$ cat config.mk
export PLATFORM = sky130hd
export DESIGN_NAME = uart_tx_arbiter
export DESIGN_NICKNAME = d
export VERILOG_FILES = /design/src/rtl/uart_arb_pkg.sv /design/src/rtl/rr_arbiter.sv /design/src/rtl/uart_tx_arbiter.sv
export SDC_FILE = /design/constraint.sdc
export NUM_CORES = 1
export LEC_CHECK = 0
export CAP_MARGIN = 0
export CORE_AREA = 8 8 132 134
export DETAILED_ROUTE_END_ITERATION = 10
export DIE_AREA = 0 0 140 142
export PLACE_DENSITY = 0.8
export RECOVER_POWER = 100
export SYNTH_ARGS = -nofsm -noshare
export SYNTH_HDL_FRONTEND = slang
export SYNTH_SLANG_ARGS = --single-unit
$ cat constraint.sdc
create_clock -name clk -period 2.45 [get_ports clk]
set_input_delay 0.49 -clock clk [delete_from_list [all_inputs] [get_ports clk]]
set_output_delay 0.49 -clock clk [all_outputs]
set_load 0.01 [all_outputs]
$ cat src/rtl/uart_arb_pkg.sv
// rtl/uart_arb_pkg.sv - shared FSM states and constants for the UART TX word arbiter
package uart_arb_pkg;

  typedef enum logic [3:0] {
    IDLE,
    START,
    SETTLE,
    SEND,
    WAIT_TX,
    NEXT,
    FLUSH,
    HDR,
    HDR_WAIT
  } state_t;

  localparam logic [3:0] BYTES_PER_WORD = 4'd8;
  localparam logic [1:0] SETTLE_START   = 2'd2;
  localparam logic [1:0] SETTLE_NEXT    = 2'd1;
  localparam logic [3:0] HDR_TAG        = 4'hA;

endpackage

$ cat src/rtl/rr_arbiter.sv
// rtl/rr_arbiter.sv - combinational round-robin pick: lowest requester at or after ptr, cyclically
module rr_arbiter #(
  parameter int N  = 4,
  parameter int IW = $clog2(N)
) (
  input  logic [N-1:0]  req,
  input  logic [IW-1:0] ptr,
  output logic [N-1:0]  grant,
  output logic [IW-1:0] idx,
  output logic          any
);

  logic hit_hi;

  // First look at or above ptr, then wrap to the low indices.
  always_comb begin
    idx    = '0;
    hit_hi = 1'b0;
    for (int i = N - 1; i >= 0; i--) begin
      if (req[i] && (IW'(i) >= ptr)) begin
        idx    = IW'(i);
        hit_hi = 1'b1;
      end
    end
    if (!hit_hi) begin
      for (int i = N - 1; i >= 0; i--) begin
        if (req[i]) idx = IW'(i);
      end
    end
    any   = |req;
    grant = '0;
    if (any) grant[idx] = 1'b1;
  end

endmodule

$ cat src/rtl/uart_tx_arbiter.sv
// rtl/uart_tx_arbiter.sv - shares the word-to-byte serializer among N_REQ producers and paces it from UART TX
// UART_ARB_HEADER_EN prefixes each word with a {HDR_TAG, grant_id} header byte.
module uart_tx_arbiter
  import uart_arb_pkg::*;
#(
  parameter int N_REQ = 4,
  parameter int DW    = 64,
  localparam int IW   = $clog2(N_REQ)
) (
  input  logic                clk,
  input  logic                rst,
  input  logic [N_REQ-1:0]    req_valid,
  input  logic [N_REQ*DW-1:0] req_data,
  output logic [N_REQ-1:0]    req_ack,
  output logic                ser_start,
  output logic [DW-1:0]       ser_dato,
  output logic                ser_next,
  input  logic [7:0]          ser_byte,
  input  logic                ser_flat,
  output logic                tx_start,
  output logic [7:0]          tx_byte,
  input  logic                tx_done,
  output logic                busy,
  output logic [IW-1:0]       grant_id,
  output logic                err
);

  state_t           state, state_nxt;
  logic [IW-1:0]    ptr, ptr_nxt, grant_id_nxt;
  logic [3:0]       cnt, cnt_nxt;
  logic [1:0]       settle, settle_nxt;
  logic [DW-1:0]    ser_dato_nxt;
  logic [7:0]       tx_byte_nxt;
  logic [N_REQ-1:0] req_ack_nxt, arb_grant;
  logic [IW-1:0]    arb_idx;
  logic             arb_any;
  logic             ser_start_nxt, ser_next_nxt, tx_start_nxt, err_nxt;
  logic             tx_done_ok;

  rr_arbiter #(.N(N_REQ), .IW(IW)) u_rr (
    .req   (req_valid),
    .ptr   (ptr),
    .grant (arb_grant),
    .idx   (arb_idx),
    .any   (arb_any)
  );

  // A completion coinciding with our own start pulse cannot belong to this byte.
  assign tx_done_ok = tx_done & ~tx_start;
  assign busy       = (state != IDLE);

  always_comb begin
    state_nxt     = state;
    ptr_nxt       = ptr;
    cnt_nxt       = cnt;
    settle_nxt    = settle;
    ser_dato_nxt  = ser_dato;
    grant_id_nxt  = grant_id;
    tx_byte_nxt   = tx_byte;
    err_nxt       = err;
    req_ack_nxt   = '0;
    ser_start_nxt = 1'b0;
    ser_next_nxt  = 1'b0;
    tx_start_nxt  = 1'b0;
    case (state)
      IDLE: begin
        if (arb_any) begin
          ser_dato_nxt = req_data[arb_idx*DW +: DW];
          grant_id_nxt = arb_idx;
          req_ack_nxt  = arb_grant;
          ptr_nxt      = (arb_idx == IW'(N_REQ - 1)) ? '0 : arb_idx + 1'b1;
          state_nxt    = START;
        end
      end
      START: begin
        ser_start_nxt = 1'b1;
        settle_nxt    = SETTLE_START;
        state_nxt     = SETTLE;
      end
      SETTLE: begin
        if (settle != 2'd0) settle_nxt = settle - 1'b1;
`ifdef UART_ARB_HEADER_EN
        else state_nxt = (cnt == 4'd0) ? HDR : SEND;
`else
        else state_nxt = SEND;
`endif
      end
      SEND: begin
        tx_byte_nxt  = ser_byte;
        tx_start_nxt = 1'b1;
        if (!ser_flat) err_nxt = 1'b1;
        cnt_nxt      = cnt + 1'b1;
        state_nxt    = WAIT_TX;
      end
      WAIT_TX: begin
        if (tx_done_ok) state_nxt = (cnt == BYTES_PER_WORD) ? FLUSH : NEXT;
      end
      NEXT: begin
        ser_next_nxt = 1'b1;
        settle_nxt   = SETTLE_NEXT;
        state_nxt    = SETTLE;
      end
      FLUSH: begin
        ser_next_nxt = 1'b1;
        cnt_nxt      = 4'd0;
        state_nxt    = IDLE;
      end
`ifdef UART_ARB_HEADER_EN
      HDR: begin
        tx_byte_nxt  = {HDR_TAG, 4'(grant_id)};
        tx_start_nxt = 1'b1;
        state_nxt    = HDR_WAIT;
      end
      HDR_WAIT: begin
        if (tx_done_ok) state_nxt = SEND;
      end
`endif
      default: state_nxt = IDLE;
    endcase
  end

  always_ff @(posedge clk) begin
    if (!rst) begin
      state     <= IDLE;
      ptr       <= '0;
      cnt       <= 4'd0;
      settle    <= 2'd0;
      ser_dato  <= '0;
      grant_id  <= '0;
      tx_byte   <= 8'd0;
      err       <= 1'b0;
      req_ack   <= '0;
      ser_start <= 1'b0;
      ser_next  <= 1'b0;
      tx_start  <= 1'b0;
    end else begin
      state     <= state_nxt;
      ptr       <= ptr_nxt;
      cnt       <= cnt_nxt;
      settle    <= settle_nxt;
      ser_dato  <= ser_dato_nxt;
      grant_id  <= grant_id_nxt;
      tx_byte   <= tx_byte_nxt;
      err       <= err_nxt;
      req_ack   <= req_ack_nxt;
      ser_start <= ser_start_nxt;
      ser_next  <= ser_next_nxt;
      tx_start  <= tx_start_nxt;
    end
  end

endmodule

==> run summary <==
Global routing
- 32.5 mm — global-route wire length before repair
- 0.207 — overall track demand over capacity in global routing
- 5,754 — vias in the first global route
- 0 — antenna violations before repair
- 0 — global route overflow
- 58 — maximum number of pins on one net before global-route repair

Floorplan
- 142 um — Die Span Y
- 15,400 sq um — Core Box Area
- 19,900 sq um — die outline area
- 140 um — Die X
- 46 — # rows
- 355 — count of boundary I/O pins
- 0.321 — initial core utilization

Setup path
- 57 — crit-path max FO
- 2540 ps — Data arrival, critical path
- 2660 ps — data required time of the critical path
- primary input — startpoint kind of the worst setup timing path
- primary input to flop — class of the most critical setup path
- flop — kind of capture point of the worst setup path

Synthesis
- 9.21 sq um — average footprint of a synthesized cell
- 0 — Post-synth ARST share
- 0 — number of warnings printed during yosys synthesis
- 0 — parity-gate share of the synthesized area counting xor and xnor cells
- compound AO/OA/AOI/OAI gates — largest family of logic cells by synthesized area
- 0 — number of synthesized flops with an enable pin
- sky130_fd_sc_hd__dfxtp_1 — dominant synthesized flop cell
- 0.376 — post-synth top area share
- 0.376 — register area share after synthesis
- 0.138 — fraction of synthesized area in multiplexers
- 0.140 — simple-gate portion of the synthesized area
- sky130_fd_sc_hd__dfxtp_1 (38%), sky130_fd_sc_hd__mux2i_1 (14%), sky130_fd_sc_hd__a32oi_1 (11%), sky130_fd_sc_hd__o211ai_1 (9.7%), sky130_fd_sc_hd__nand3_1 (6.6%) — Area contributors post-synth
- 0.0177 — adder and majority cell fraction of the synthesized area
- 93 — post-synthesis register bit count
- 37 — number of distinct standard cells referenced by the synthesized netlist
- 4950 sq um — mapped cell area
- 0.262 — share of the synthesized area in compound gates (AO/OA/AOI/OAI)
- 538 — cells after synthesis
- sky130_fd_sc_hd__dfxtp_1 — cell accounting for the most synthesized area
- 817 — total nets after synthesis

CTS
- 93 — clock sink count
- sky130_fd_sc_hd__clkbuf_16 — CTS Root Cell
- 0 — buffer count from post-CTS setup fixing
- built — CTS tree
- 3 — number of levels the H-tree was split into
- 9 — number of buffers created by CTS
- 330 ps — Clk Latency, worst-skew pair
- 2 — clock buffer depth
- 0 — post-CTS resize count
- 60 ps — clock slew at the register clock pins of the worst setup and hold paths
- 0 — count of hold buffers inserted by post-cts repair

Timing
- 458 ps — worst-case hold slack
- 794 ps — slew at the pin closest to its max-slew limit
- 0 — final hold violation count
- 6.64 ps — skew final
- 2340 ps — clock period minus final worst setup slack
- 0.953 — post-route clock period utilization
- 0 ps — final setup TNS
- 0 — final setup violation count
- 0.471 — relative slew slack
- false — unrepaired setup endpoints after global routing
- 0 — Final Max Tran Viols
- 428 MHz — top achievable clock speed

Final layout
- sky130_fd_sc_hd__clkdlybuf4s50_1 — most common cell after layout, fill and taps aside
- 0 — diode insertion count for antenna repair
- 1,359 — filler instances
- sky130_fd_sc_hd__clkdlybuf4s50_1 (271), sky130_fd_sc_hd__dfxtp_1 (93), sky130_fd_sc_hd__dlygate4sd3_1 (83) — commonest non-fill, non-tap cells in the layout
- 0.0521 — fraction of layout instances using a drive strength above 1
- 1,157 — net count reported at finish
- 83.7% — synth-to-layout area growth

Routing
- 0 — Post-DRT Antenna Nets
- 407 — initial DRC count
- 0 — Remaining DRCs
- 20.6 um — average detailed-routed wire length per instance
- 5.37 — Vias per Instance
- 22.1 mm — routed wire length
- 5,768 — count of vias placed by the detailed router
- 4 — count of TritonRoute iterations in the first routing pass

Run
- 0 — number of violations of the max-capacitance limit

Power and ir drop
- 1.82 mW — power dissipated by switching net loads
- 0.318 mV — peak supply drop
- 0.239 — clock share of power
- 615 nW/um^2 — pwr/cell area
- 0.345 — sequential cell fraction of total power
- 3.78 mW — P_int
- 3.42 nW — P_leak
- 0.417 — Gate power share
- 0.325 — switching share of power

Placed design
- 354 — count of input and output buffers
- 0.859 — Final Wtd Congestion
- 17.5 mm — HPWL Detailed

Min path
- flop to flop — path category of the worst min-delay check

Run status
- finished, final reports clean — result of the run

==> Yosys cell counts (all sizes together) (8+ instances only) <==
master and count:
a21boi 10, a21oi 9, a32oi 64, and2 8
buf 31, clkbuf 24, dfxtp 93, inv 10
mux2i 67, nand2 35, nand3 65, nor2 11
o211ai 64, o21ai 8
==> metrics by stage <==
step | instance area, sq um | power, mW | util | cells | setup WS (ps)
3_3_place_gp | 8870 | 4.38 | 0.575 | 1059 | -66.2
6_report | 9100 | 5.59 | 0.590 | 1075 | 115
3_5_place_dp | 8870 | 4.41 | 0.575 | 1059 | -139
4_1_cts | 9150 | 5.78 | 0.593 | 1075 | 226
2_1_floorplan | 4950 | 2.99 | - | 538 | 418
5_1_grt | 9100 | 5.86 | 0.590 | 1075 | 71.7
==> final timing paths <==
path / cells after the start / from / to / slack [ps]
max reg2reg: 8 / ptr[1] / ser_dato[13] / 430
max: 7 / req_valid[2] / ser_dato[47] / 110
min: 2 / tx_byte[1] / tx_byte[1] / 460
min reg2reg: 2 / tx_byte[1] / tx_byte[1] / 460
==> flip-flops by register name, summed over array words and instances (netlist names) <==
signal,flops
ser_start,1
ptr,2
grant_id,2
tx_start,1
tx_byte,8
state,3
settle,2
ser_next,1
req_ack,4
ser_dato,64
cnt,4
err,1
==> critical path: stages <==
cell                              delay, ps
sky130_fd_sc_hd__clkdlybuf4s50_1        450
sky130_fd_sc_hd__or4_1                  570
sky130_fd_sc_hd__and3_1                 230
sky130_fd_sc_hd__nor4b_4                160
sky130_fd_sc_hd__buf_12                 200
sky130_fd_sc_hd__a32oi_1                260
sky130_fd_sc_hd__o211ai_1               130
==> power by group through the flow <==
stage / Clock [mW] / Combinational [mW] / Sequential [mW]
after floorplan: 0 / 0.923 / 2.07
after global placement: 0 / 2.42 / 1.96
after detailed placement: 0 / 2.44 / 1.96
after CTS: 1.38 / 2.46 / 1.94
after global routing: 1.43 / 2.48 / 1.96
final: 1.33 / 2.33 / 1.93
==> cell type report <==
| type | instances | area (sq um) | share of cell area |
|---|---|---|---|
| sequential | 93 | 1860 | 0.205 |
| clock buffer | 13 | 260 | 0.0286 |
| tap | 192 | 240 | 0.0264 |
| inverter | 10 | 42.5 | 0.00468 |
| multi-input combinational | 380 | 2760 | 0.303 |
| clock inverter | 3 | 20.0 | 0.00220 |
| timing repair buffer | 384 | 3920 | 0.431 |
==> kinds of logic (layout without fill, tap and decap cells) <==
logic type | Yosys count | count (layout)
compound gates | 167 | 167
simple gates | 138 | 138
flops | 93 | 93
mux | 68 | 68
buf+inv | 65 | 410
fa+ha+maj | 7 | 7
==> layer usage <==
layer,up-vias,share of wire,GRT usage
met5,-,0,0
met1,2685,0.40,0.243
li1,2776,-,-
met4,0,0.025,0.0749
met2,271,0.51,0.364
met3,36,0.068,0.0460
Power figures use the tool's default switching activity.
